File: src/rtl/debounce_pkg.sv
// ============================================================================
// Module      : debounce_pkg
// Description : Shared types, defaults and counter sizing for debounce_filter.
// Revision    : 1.0 - initial release
// ============================================================================
`default_nettype none

package debounce_pkg;

    typedef enum logic [0:0] {
        STABLE  = 1'b0,
        QUALIFY = 1'b1
    } state_e;

    localparam int DEFAULT_SYNC_STAGES   = 2;
    localparam int DEFAULT_STABLE_CYCLES = 4;

    // Counter must be able to hold STABLE_CYCLES itself; never narrower than 1 bit.
    function automatic int cnt_width(input int cycles);
        if (cycles < 1) begin
            return 1;
        end
        return (cycles + 1 > 2) ? $clog2(cycles + 1) : 1;
    endfunction

endpackage

`default_nettype wire

File: src/rtl/sync_ff.sv
// ============================================================================
// Module      : sync_ff
// Description : Parameterised multi-flop synchroniser chain; last stage is out.
// Revision    : 1.0 - initial release
// ============================================================================
`default_nettype none

module sync_ff #(
    parameter int               WIDTH       = 1,
    parameter int               STAGES      = 2,
    parameter logic [WIDTH-1:0] RESET_VALUE = '0
) (
    input  logic             i_clk,
    input  logic             i_rst,
    input  logic [WIDTH-1:0] i_d,
    output logic [WIDTH-1:0] o_q
);

    logic [STAGES*WIDTH-1:0] chain_q;

    always_ff @(posedge i_clk) begin
        if (i_rst) begin
            chain_q <= {STAGES{RESET_VALUE}};
        end else begin
            chain_q <= {chain_q[(STAGES-1)*WIDTH-1:0], i_d};
        end
    end

    assign o_q = chain_q[STAGES*WIDTH-1 -: WIDTH];

endmodule

`default_nettype wire

File: src/rtl/debounce_filter.sv
// ============================================================================
// Module      : debounce_filter
// Description : Synchronises a raw level, rejects glitches shorter than
//               STABLE_CYCLES and emits filtered level plus edge strobes.
// Revision    : 1.0 - initial release
// ============================================================================
`default_nettype none

module debounce_filter
    import debounce_pkg::*;
#(
    parameter int   SYNC_STAGES   = DEFAULT_SYNC_STAGES,
    parameter int   STABLE_CYCLES = DEFAULT_STABLE_CYCLES,
    parameter logic RESET_VALUE   = 1'b0
) (
    input  logic i_clk,
    input  logic i_rst,
    input  logic i_d,
    input  logic i_en,
    output logic o_d,
    output logic o_rise,
    output logic o_fall,
    output logic o_busy
);

    localparam int                c_cnt_w    = cnt_width(STABLE_CYCLES);
    localparam logic [c_cnt_w-1:0] c_cnt_last = c_cnt_w'(STABLE_CYCLES - 1);
    localparam logic [c_cnt_w-1:0] c_cnt_one  = c_cnt_w'(1);

    logic               w_synced;
    state_e             state_q, state_d;
    logic [c_cnt_w-1:0] cnt_q, cnt_d;
    logic               d_q, d_d;
    logic               rise_q, rise_d;
    logic               fall_q, fall_d;

    sync_ff #(
        .WIDTH       (1),
        .STAGES      (SYNC_STAGES),
        .RESET_VALUE (RESET_VALUE)
    ) u_sync (
        .i_clk (i_clk),
        .i_rst (i_rst),
        .i_d   (i_d),
        .o_q   (w_synced)
    );

    always_ff @(posedge i_clk) begin
        if (i_rst) begin
            state_q <= STABLE;
            cnt_q   <= '0;
            d_q     <= RESET_VALUE;
            rise_q  <= 1'b0;
            fall_q  <= 1'b0;
        end else begin
            state_q <= state_d;
            cnt_q   <= cnt_d;
            d_q     <= d_d;
            rise_q  <= rise_d;
            fall_q  <= fall_d;
        end
    end

    always_comb begin
        state_d = state_q;
        cnt_d   = cnt_q;
        d_d     = d_q;
        rise_d  = 1'b0;
        fall_d  = 1'b0;

        if (!i_en) begin
            // Disabling discards any qualification; o_d is frozen.
            state_d = STABLE;
            cnt_d   = '0;
        end else begin
            case (state_q)
                STABLE: begin
                    if (w_synced == d_q) begin
                        cnt_d = '0;
                    end else if (STABLE_CYCLES <= 1) begin
                        d_d    = ~d_q;
                        rise_d = ~d_q;
                        fall_d = d_q;
                        cnt_d  = '0;
                    end else begin
                        state_d = QUALIFY;
                        cnt_d   = c_cnt_one;
                    end
                end
                QUALIFY: begin
                    if (w_synced == d_q) begin
                        state_d = STABLE;
                        cnt_d   = '0;
                    end else if (cnt_q >= c_cnt_last) begin
                        d_d     = ~d_q;
                        rise_d  = ~d_q;
                        fall_d  = d_q;
                        state_d = STABLE;
                        cnt_d   = '0;
                    end else if (cnt_q != {c_cnt_w{1'b1}}) begin
                        cnt_d = cnt_q + c_cnt_one;
                    end
                end
                default: begin
                    state_d = STABLE;
                    cnt_d   = '0;
                end
            endcase
        end
    end

    assign o_d    = d_q;
    assign o_rise = rise_q;
    assign o_fall = fall_q;
    assign o_busy = (state_q == QUALIFY);

endmodule

`default_nettype wire
File: config.mk
export PLATFORM = sky130hd
export DESIGN_NAME = debounce_filter
export DESIGN_NICKNAME = d
export VERILOG_FILES = /design/src/rtl/debounce_pkg.sv /design/src/rtl/sync_ff.sv /design/src/rtl/debounce_filter.sv
export SDC_FILE = /design/constraint.sdc
export NUM_CORES = 1
export LEC_CHECK = 0
export BUFFER_PORTS_ARGS = -buffer_cell sky130_fd_sc_hd__buf_4
export CORE_AREA = 2 2 39 41
export CTS_BUF_LIST = sky130_fd_sc_hd__clkbuf_8
export DETAILED_ROUTE_END_ITERATION = 12
export DIE_AREA = 0 0 41 43
export SETUP_SLACK_MARGIN = 0.05
export SYNTH_ARGS = -nofsm -noshare
export SYNTH_HDL_FRONTEND = slang
export SYNTH_HIERARCHICAL = 1
export SYNTH_SLANG_ARGS = --single-unit
export TNS_END_PERCENT = 10
File: constraint.sdc
create_clock -name i_clk -period 1.95 [get_ports i_clk]
set_input_delay 0.2925 -clock i_clk [delete_from_list [all_inputs] [get_ports i_clk]]
set_output_delay 0.2925 -clock i_clk [all_outputs]
set_load 0.03 [all_outputs]
# ---- Word level (Yosys, flattened, before mapping)
# Cells that the tools add are included.
dict set report totals {
  register_bits 9
  mem_bits_rw 0
  memories 0
  out_inout_bits 4
  word_cells 28
  rom_bits 0
  latch_bits 0
}
dict set report classes {
  div 0
  n_bitwise 5
  n_addsub 1
  eq_ne 3
  mul 0
  magnitude_cmp 1
  shifts 0
  n_mux 9
  n_reduce_logical 3
}
# cell n
set ops {}
lappend ops {{$mux 3} 3}
lappend ops {{$pmux 3 s2} 1}
lappend ops {{$not 1->1} 5}
lappend ops {{$reduce_or 5->1} 1}
lappend ops {{$mux 1} 4}
lappend ops {{$ne 4x1->1 const B} 1}
lappend ops {{$reduce_and 4->1} 1}
lappend ops {{$add 3x1->3 const B} 1}
lappend ops {{$ge 3x2->1 const B} 1}
lappend ops {{$ne 3x3->1 const B} 1}
lappend ops {{$pmux 1 s2} 1}
lappend ops {{$reduce_or 2->1} 1}
lappend ops {{$eq 1x1->1} 1}

# ---- Longest topological paths before layout
# Gate-level depths: netlist of run 1.
dict set report logic_depth {
  depth_word 5
  mapped_depth 5
}

# ---- By module
# The synthesis of run 1 kept the hierarchy.
# mod cells_per_inst area_per_inst_um2 seq_area_each_um2 n_inst
set by_module_without_submodules {}
lappend by_module_without_submodules {debounce_filter 35 346.6 140.1 1}
lappend by_module_without_submodules {sync_ff 4 52.6 40.0 1}

# ---- Worst setup path before layout of run 1
# OpenSTA, ideal clock, no wires.
dict set report synth_path {
  path_kind {register -> register}
  from {register cnt_q[0]}
  to {register fall_q (netlist: o_fall)}
  setup_ns 0.117
  stages_incl_launch_ff 6
  period_less_slack_ns 1.376
  path_slack_ns 0.574
  required_ns 1.833
  path_buffers 0
  arrival_ns 1.259
  path_cell_list {dfxtp_1 ha_1 ha_1 a211oi_2 nor2b_1 and4_2}
}
dict set report synth_between {
  elab_chain_cells 3
}
# element line
set synth_lines {}
lappend synth_lines {{start: declaration} debounce_filter.sv:32} ;# logic [c_cnt_w-1:0] cnt_q, cnt_d;
lappend synth_lines {{start signal: assignment} debounce_filter.sv:57} ;# cnt_q <= cnt_d;
lappend synth_lines {{$ge 3x2->1} debounce_filter.sv:94} ;# end else if (cnt_q >= c_cnt_last) begin
lappend synth_lines {{$not 1->1 (no source line)} n/a}
lappend synth_lines {{$reduce_or 5->1 (no source line)} n/a}
lappend synth_lines {{end signal: assignment} debounce_filter.sv:60} ;# fall_q <= fall_d;
lappend synth_lines {{end: declaration} debounce_filter.sv:35} ;# logic fall_q, fall_d;
# No other way between the ends.
# A chain may end at the register's enable or synchronous reset.

# ---- Worst setup path in the final report of run 1
# Same ends and word-level chain as after synthesis.

==> flow_summary.toml, run 1 <==
[route]
viasPerCell = 4.45
drc = 0
dr_total_vias = 294
drt_iter0_markers = 2
wire_per_inst_um = 9.89
wl_um = 653
dr.pass1.iters = 3
ant_nets = 0

[global_routing]
antenna_found_initial = 0
globalRouteTotalUtil = 0.0990
grt-ovfl-total = 0
grt_start_max_net_pins = 7
grt_pass1_vias = 272
grt_pass1_wl_um = 1100

[synth]
synth_cell_types = 19
synth_top_area_share = 0.451
synth_area_um2 = 399
synth_edf_count = 0
yosysWarningCount = 6
netlist.top_cell.by_area = "dfxtp_1"
synth.most_common_cell = "dfxtp_1"
synth_common_cells = "dfxtp_1, nor2_1, nor2b_1, ha_1, inv_1"
ys_seq_elements = 9
synthTopCellsByArea = "dfxtp_1, ha_1, nor2b_1"
netlist_instances = 39
async_flop_share = 0
postSynthNetCount = 46
avgSynthCellArea_um2 = 10.2
synth-main-ff-cell = "dfxtp_1"
ys_seq_area_frac = 0.451

[die]
die_h_um = 43
die_w_um = 41
initial_core_util = 0.288
fp-row-count = 14
dieArea_um2 = 1760
io_pins = 8
core_um2 = 1380

[placement]
port_buffers = 7
globalplace.congestion = 0.686
dpl_cell_area_um2 = 472
hpwl_um = 494

[clock_network]
clkLatencyLatePin_ns = 0.23
clock_path_buffers = 2
cts_resized = 0
cts-htree-levels = 1
clock-root-buffer = "clkbuf_8"
cts_sinks = 9
cts_buffers = 3
cts_hold_buffers = 0
post_cts_buffers = 0
cts_tree = "done"
path_clk_slew_ns = 0.04

[timing]
relSlewSlack = 0.766
hold_viol_final = 0
fin_setup_tns_ns = 0
fmax_mhz = 648
worst_pin_slew_ns = 0.347
fin_skew_ns = 0.00119
maxSlewViolCount = 0
rsz0062_at_grt = "no"
fin_crit_sh = 0.791
setup_violations = 0
min_period_ns = 1.54

[run_status]
status = "finished, final reports clean"

[layout]
fin_area_um2 = 517
syn2layout_area_growth_pct = 29.5
antenna_cells = 0
drive_gt1_frac = 0.300
fin_nets = 58
final_util = 0.373

[setup_path]
critPathKind = "reg -> reg"
critical_path.max_fanout = 4
arrival_ns = 1.66
start_kind = "register"
worstSetupEndpointType = "register"
required_ns = 2.07

[pwr]
p_switching_mw = 0.0760
vdd_drop_max_v = 0.000404
internal_power_mw = 0.332
p_leak_nw = 0.210
seq_power_share = 0.464
clkPwrFrac = 0.502
switching_share = 0.186
p_per_area_nw_per_um2 = 789
comb_power_share = 0.034
power.total_mw = 0.408

[hold_path]
hold_path_class = "in -> reg"

[flow_run]
max_cap_violations = 0
[critical path, cell delays in order (launching register included)]
cell and delay (ns):
dfxtp_1 0.33, ha_1 0.22, ha_1 0.21, a211oi_2 0.27, nor2b_1 0.15, and4_2 0.25
[flip-flops by register name, indices dropped and copies added (netlist names)]
name / cells
o_fall: 1
o_d: 1
cnt_q: 3
o_rise: 1
o_busy: 1
u_sync/chain_q: 2
[layout by cell type, fill, tap and decap left out, types with 2 or more instances in the layout]
master	netlist	routed
dfxtp_1	9	9
buf_4	0	7
inv_1	3	4
nor2b_1	4	4
nor2_1	4	4
ha_1	3	3
clkbuf_8	0	3
nand4_1	2	2
a21oi_1	2	2
[routing by layer]
| layer | vias up | wire, µm | track usage |
|---|---|---|---|
| met2 | 5 | 310 | 0.113 |
| met5 | - | 0 | 0 |
| met3 | 0 | 23 | 0.0471 |
| li1 | 158 | - | - |
| met1 | 131 | 319 | 0.125 |
| met4 | 0 | 0 | 0.100 |
[per-stage QoR]
step / worst slack [ns] / hold slack [ns] / std cells
2_1_floorplan: 0.574 / 0.362 / 39
3_3_place_gp: 0.429 / 0.422 / 62
4_1_cts: 0.408 / 0.240 / 66
3_5_place_dp: 0.418 / 0.430 / 62
6_report: 0.407 / 0.244 / 66
5_1_grt: 0.329 / 0.241 / 66
[power by group through the flow]
stage / combinational (mW) / sequential (mW) / clock, mW
finish: 0.0140 / 0.189 / 0.204
global route: 0.0152 / 0.189 / 0.224
CTS: 0.0141 / 0.189 / 0.215
detailed placement: 0.0140 / 0.193 / 0
global placement: 0.0139 / 0.192 / 0
floorplan: 0.00650 / 0.193 / 0
[path summary, 6_finish.rpt]
kind | from | to | slack, ns | depth (start not counted)
setup / recovery | cnt_q[0] | o_fall | 0.41 | 5
hold / removal | i_rst | o_d | 0.24 | 2
setup reg to reg | cnt_q[0] | o_fall | 0.41 | 5
hold reg to reg | u_sync/chain_q[0] | u_sync/chain_q[1] | 0.44 | 1
[cell families (layout without fill, tap and decap cells)]
family                   Yosys count  in the layout  synth area share
AND/OR/NAND/NOR                   16             16             0.238
XOR/XNOR                           1              1            0.0408
flip-flops                         9              9             0.451
AO/OA/AOI/OAI                      6              6             0.122
adder cells (fa/ha/maj)            3              3            0.0941
buffers and inverters              3             14            0.0282
multiplexers                       1              1            0.0251
[area by class of cell]
cell class	instances	area, µm²
fill	145	867
multi-input combinational	27	208
sequential	9	180
timing repair buffer	7	52.6
clock buffer	3	41.3
tap	16	20.0
inverter	3	11.3
clock inverter	1	3.75
Power figures use the tool's default switching activity.
==> inputs of run 2 (changes only) <==
==> constraint.sdc (replaced) <==
create_clock -name i_clk -period 1.4 [get_ports i_clk]
set_input_delay 0.21 -clock i_clk [delete_from_list [all_inputs] [get_ports i_clk]]
set_output_delay 0.21 -clock i_clk [all_outputs]
set_load 0.03 [all_outputs]
==> run 2 against run 1 <==
Compared with the run above: combinational power is 54% higher; critical path depth unchanged; register-to-register slack worse by 0.29 ns; non-clock buffer count rose by 4.
==> flow_summary.toml, run 2 (synthesized netlist as in run 1, its figures left out) <==
[setup_path]
critPathMaxStageDelay_ns = 0.33
r2r_start = "cnt_q[1]"
r2r-end = "cnt_q[0]"
start_kind = "register"
cp_common_cell = "ha_4"
endpoint = "cnt_q[0]"
crit_family = "adder cells"
cp_slowest_cell = "dfxtp_2"
r2r_slack_ns = 0.11
crit_start = "cnt_q[1]"
worstPathCellList = "ha_4 > ha_4 > nor4b_2 > a22o_1 > o31ai_2"
ff2ff_path_depth = 5
critPathKind = "reg -> reg"
arrival_ns = 1.40
critical_path.max_fanout = 2
worstSetupEndpointType = "register"
required_ns = 1.51
cp_num_buf_inv = 0
path_depth = 5

[clock_network]
clock_path_buffers = 2
path_clk_slew_ns = 0.05
cts_tree = "done"
cts_buffers = 3
clock-root-buffer = "clkbuf_8"
clkLatencyLatePin_ns = 0.23
cts_hold_buffers = 0
cts-htree-levels = 1
post_cts_buffers = 0
cts_sinks = 9

[pwr]
vdd_drop_max_v = 0.000563
power.total_mw = 0.577
p_leak_nw = 0.237
p_per_area_nw_per_um2 = 974

[timing]
fin_setup_tns_ns = 0
min_period_ns = 1.29
maxSlewViolCount = 0
timing.hold.ws_ns = 0.163
hold_viol_final = 0
setup_ws_ns = 0.113
worst_pin_slew_ns = 0.326
fin_crit_sh = 0.919
relSlewSlack = 0.782
rsz0062_at_grt = "no"
fmax_mhz = 777
setup_violations = 0
fin_skew_ns = 0.00176

[layout]
drive_gt1_frac = 0.463
antenna_cells = 0
final_util = 0.428
fin_nets = 62
largest-register = "cnt_q"
mostFrequentLayoutCell = "buf_4"
final_cell_mix = "buf_4, dfxtp_1, inv_1, nor2_1"
fin_cells = 70
largest_register_ffs = 3
fin_area_um2 = 592
syn2layout_area_growth_pct = 48.3
biggestRegsByFlops = "cnt_q: 3 flops, u_sync/chain_q: 2 flops"
fillers = 136

[die]
die_h_um = 43
core_um2 = 1380
initial_core_util = 0.288
die_w_um = 41
fp-row-count = 14
dieArea_um2 = 1760
io_pins = 8

[global_routing]
grt_pass1_wl_um = 1350
globalRouteTotalUtil = 0.120
antenna_found_initial = 0
grt_start_max_net_pins = 7
grt-ovfl-total = 0
grt_pass1_vias = 329

[placement]
hpwl_um = 565
numPlacedInstances = 66
port_buffers = 7
dpl_cell_area_um2 = 528
dpl_worst_slack_ns = -0.00881
globalplace.congestion = 0.708

[route]
drt_iter0_markers = 3
wire_per_inst_um = 10.3
ant_nets = 0
wl_um = 722
viasPerCell = 4.53
drc = 0
dr_total_vias = 317
dr.pass1.iters = 4

[hold_path]
min_path_cells = 2
hold_path_class = "in -> reg"

[flow_run]
max_cap_violations = 0

[run_status]
status = "finished, final reports clean"
==> run 2: what timing repair did <==
action / 4_1_cts / 5_1_grt
hold endpoints to repair: 0 / 0
gates resized for setup: 1 / 3
setup endpoints to repair: 2 / 6
pin swaps: 0 / 1
==> run 2: how the worst min path moves through the flow <==
stage               startpoint                 to  slack (ns)
global placement         i_rst  u_sync/chain_q[1]        0.40
floorplan                i_rst                o_d        0.28
finish                   i_rst                o_d        0.16
detailed placement       i_rst                o_d        0.41
global route             i_rst  u_sync/chain_q[1]        0.17
CTS                      i_rst                o_d        0.16
==> run 2: final cells by class <==
class                           count  area, µm²  share of cell area
Multi-Input combinational cell     27        250               0.423
Sequential cell                     9        183               0.309
Timing Repair Buffer               11       82.6               0.140
Clock buffer                        3       41.3              0.0698
Tap cell                           16       20.0              0.0338
Inverter                            3       11.3              0.0190
Clock inverter                      1       3.75             0.00634
==> run 2: metal layers <==
metal,GRT usage,share of wire,vias up,wire [µm]
li1,-,-,167,-
met1,0.161,0.45,140,325
met2,0.144,0.47,6,342
met3,0.0314,0.037,4,27
met4,0.120,0.037,0,27
met5,0,0,-,0
==> run 2: report_power, final <==
part	switching, mW	leakage [nW]	internal, mW
Combinational	0.00985	0.136	0.0118
Sequential	0.00247	0.0740	0.261
Clock	0.101	0.0269	0.191
Total	0.113	0.237	0.463
==> inputs of run 3 (changes only) <==
--- a/config.mk
+++ b/config.mk
@@ -10,6 +10,7 @@
 export CTS_BUF_LIST = sky130_fd_sc_hd__clkbuf_8
 export DETAILED_ROUTE_END_ITERATION = 12
 export DIE_AREA = 0 0 41 43
+export GPL_TIMING_DRIVEN = 0
 export SETUP_SLACK_MARGIN = 0.05
 export SYNTH_ARGS = -nofsm -noshare
 export SYNTH_HDL_FRONTEND = slang
==> run 3 against run 2 <==
Compared with the run above: via count is 1.3% lower; final cell count decreased by 1.4%; non-clock buffer count fell by 1; wire length fell by 9.0%; combinational power shrank 2%; hold slack about the same; flip-flop and latch count is the same; die area is the same; fmax is 2.0% lower; utilization increased by 0.090 points.
==> flow_summary.toml, run 3 (synthesized netlist as in run 1, its figures left out) <==
[run_status]
status = "finished, final reports clean"

[global_routing]
antenna_found_initial = 0
grt-ovfl-total = 0
grt_pass1_wl_um = 1170
globalRouteTotalUtil = 0.106
grt_pass1_vias = 296
grt_start_max_net_pins = 7

[layout]
fin_nets = 61
final_util = 0.429
antenna_cells = 0
final_cell_mix = "buf_4, dfxtp_1, inv_1"
mostFrequentLayoutCell = "buf_4"
largest-register = "cnt_q"
fin_area_um2 = 593
biggestRegsByFlops = "cnt_q: 3 flops, u_sync/chain_q: 2 flops"
largest_register_ffs = 3
syn2layout_area_growth_pct = 48.6
drive_gt1_frac = 0.491
fin_cells = 69

[clock_network]
cts_buffers = 3
cts_tree = "done"
path_clk_slew_ns = 0.04
clkLatencyLatePin_ns = 0.23
clock_path_buffers = 2
cts_sinks = 9
clock-root-buffer = "clkbuf_8"
cts-htree-levels = 1

[route]
drc = 0
dr_total_vias = 313
drt_iter0_markers = 1
drt-met1-wl_um = 299
viasPerCell = 4.54
wl_um = 657
wl_met2_um = 297
met3_length_um = 23
wire_per_inst_um = 9.52
dr.max_layer_used = "met4"
dr.pass1.iters = 2
ant_nets = 0

[die]
io_pins = 8
fp-row-count = 14
initial_core_util = 0.288
die_h_um = 43
die_w_um = 41
core_um2 = 1380
dieArea_um2 = 1760

[pwr]
p_per_area_nw_per_um2 = 950
vdd_drop_max_v = 0.000825
p_leak_nw = 0.232

[hold_path]
hold_path_class = "in -> reg"

[timing]
setup_ws_ns = 0.0869
rsz0062_at_grt = "yes"
fin_crit_sh = 0.938
setup_violations = 0
min_period_ns = 1.31
fmax_mhz = 762
fin_skew_ns = 0.000313
worst_pin_slew_ns = 0.285
timing.hold.ws_ns = 0.163
hold_viol_final = 0
maxSlewViolCount = 0
relSlewSlack = 0.809

[placement]
port_buffers = 7
hpwl_um = 491
numPlacedInstances = 62
dpl_worst_slack_ns = -0.0490
globalplace.congestion = 0.686
dpl_cell_area_um2 = 498

[setup_path]
required_ns = 1.52
critical_path.max_fanout = 4
worstSetupEndpointType = "register"
arrival_ns = 1.43
start_kind = "register"
critPathKind = "reg -> reg"

[flow_run]
max_cap_violations = 0
-- run 3: cell count changes in the layout (fill, tap and decap cells not counted), sizes merged --
cell / delta
buf: -1
-- run 3: routing by layer --
metal	up-vias	GRT usage
li1	164	-
met1	139	0.129
met2	6	0.131
met3	4	0.0314
met4	0	0.120
met5	-	0
-- run 3: final timing paths --
check                          from                 to  slack (ns)  cells past startpoint
setup / recovery           cnt_q[0]             o_fall        0.09                      5
hold / removal                i_rst                o_d        0.16                      2
setup reg to reg           cnt_q[0]             o_fall        0.09                      5
hold reg to reg   u_sync/chain_q[0]  u_sync/chain_q[1]        0.44                      1
-- run 3: worst max-delay path, stage by stage (launching register included) --
cell      delay, ns
dfxtp_4        0.34
ha_4           0.17
ha_4           0.17
a211oi_4       0.23
nor2b_2        0.10
and4_4         0.19
-- run 3: area by class of cell --
type | count | area, µm²
flip-flops and latches | 9 | 189
inverters | 3 | 11.3
repair buffers | 10 | 75.1
fillers | 140 | 791
clock inverters | 1 | 3.75
multi-input cells | 27 | 253
clock buffers | 3 | 41.3
well taps | 16 | 20.0
-- run 3: where the power goes --
part           switching, mW  internal [mW]
Combinational        0.00931         0.0118
Sequential           0.00244          0.258
Clock                 0.0921          0.190
Total                  0.104          0.459
-- run 3: stage by stage --
stage	total power [mW]	setup TNS [ns]
after floorplan	0.278	0
after global placement	0.287	-0.0750
after detailed placement	0.288	-0.0972
after CTS	0.578	0
after global routing	0.592	-0.00814
final	0.563	0
-- run 3: repair_timing --
action	CTS	global route
pin swaps	3	0
endpoints found under the hold margin	0	0
gates resized for setup	7	1
buffers inserted	3	0
gates cloned	0	0
setup endpoints to repair	6	4
hold buffers	0	0
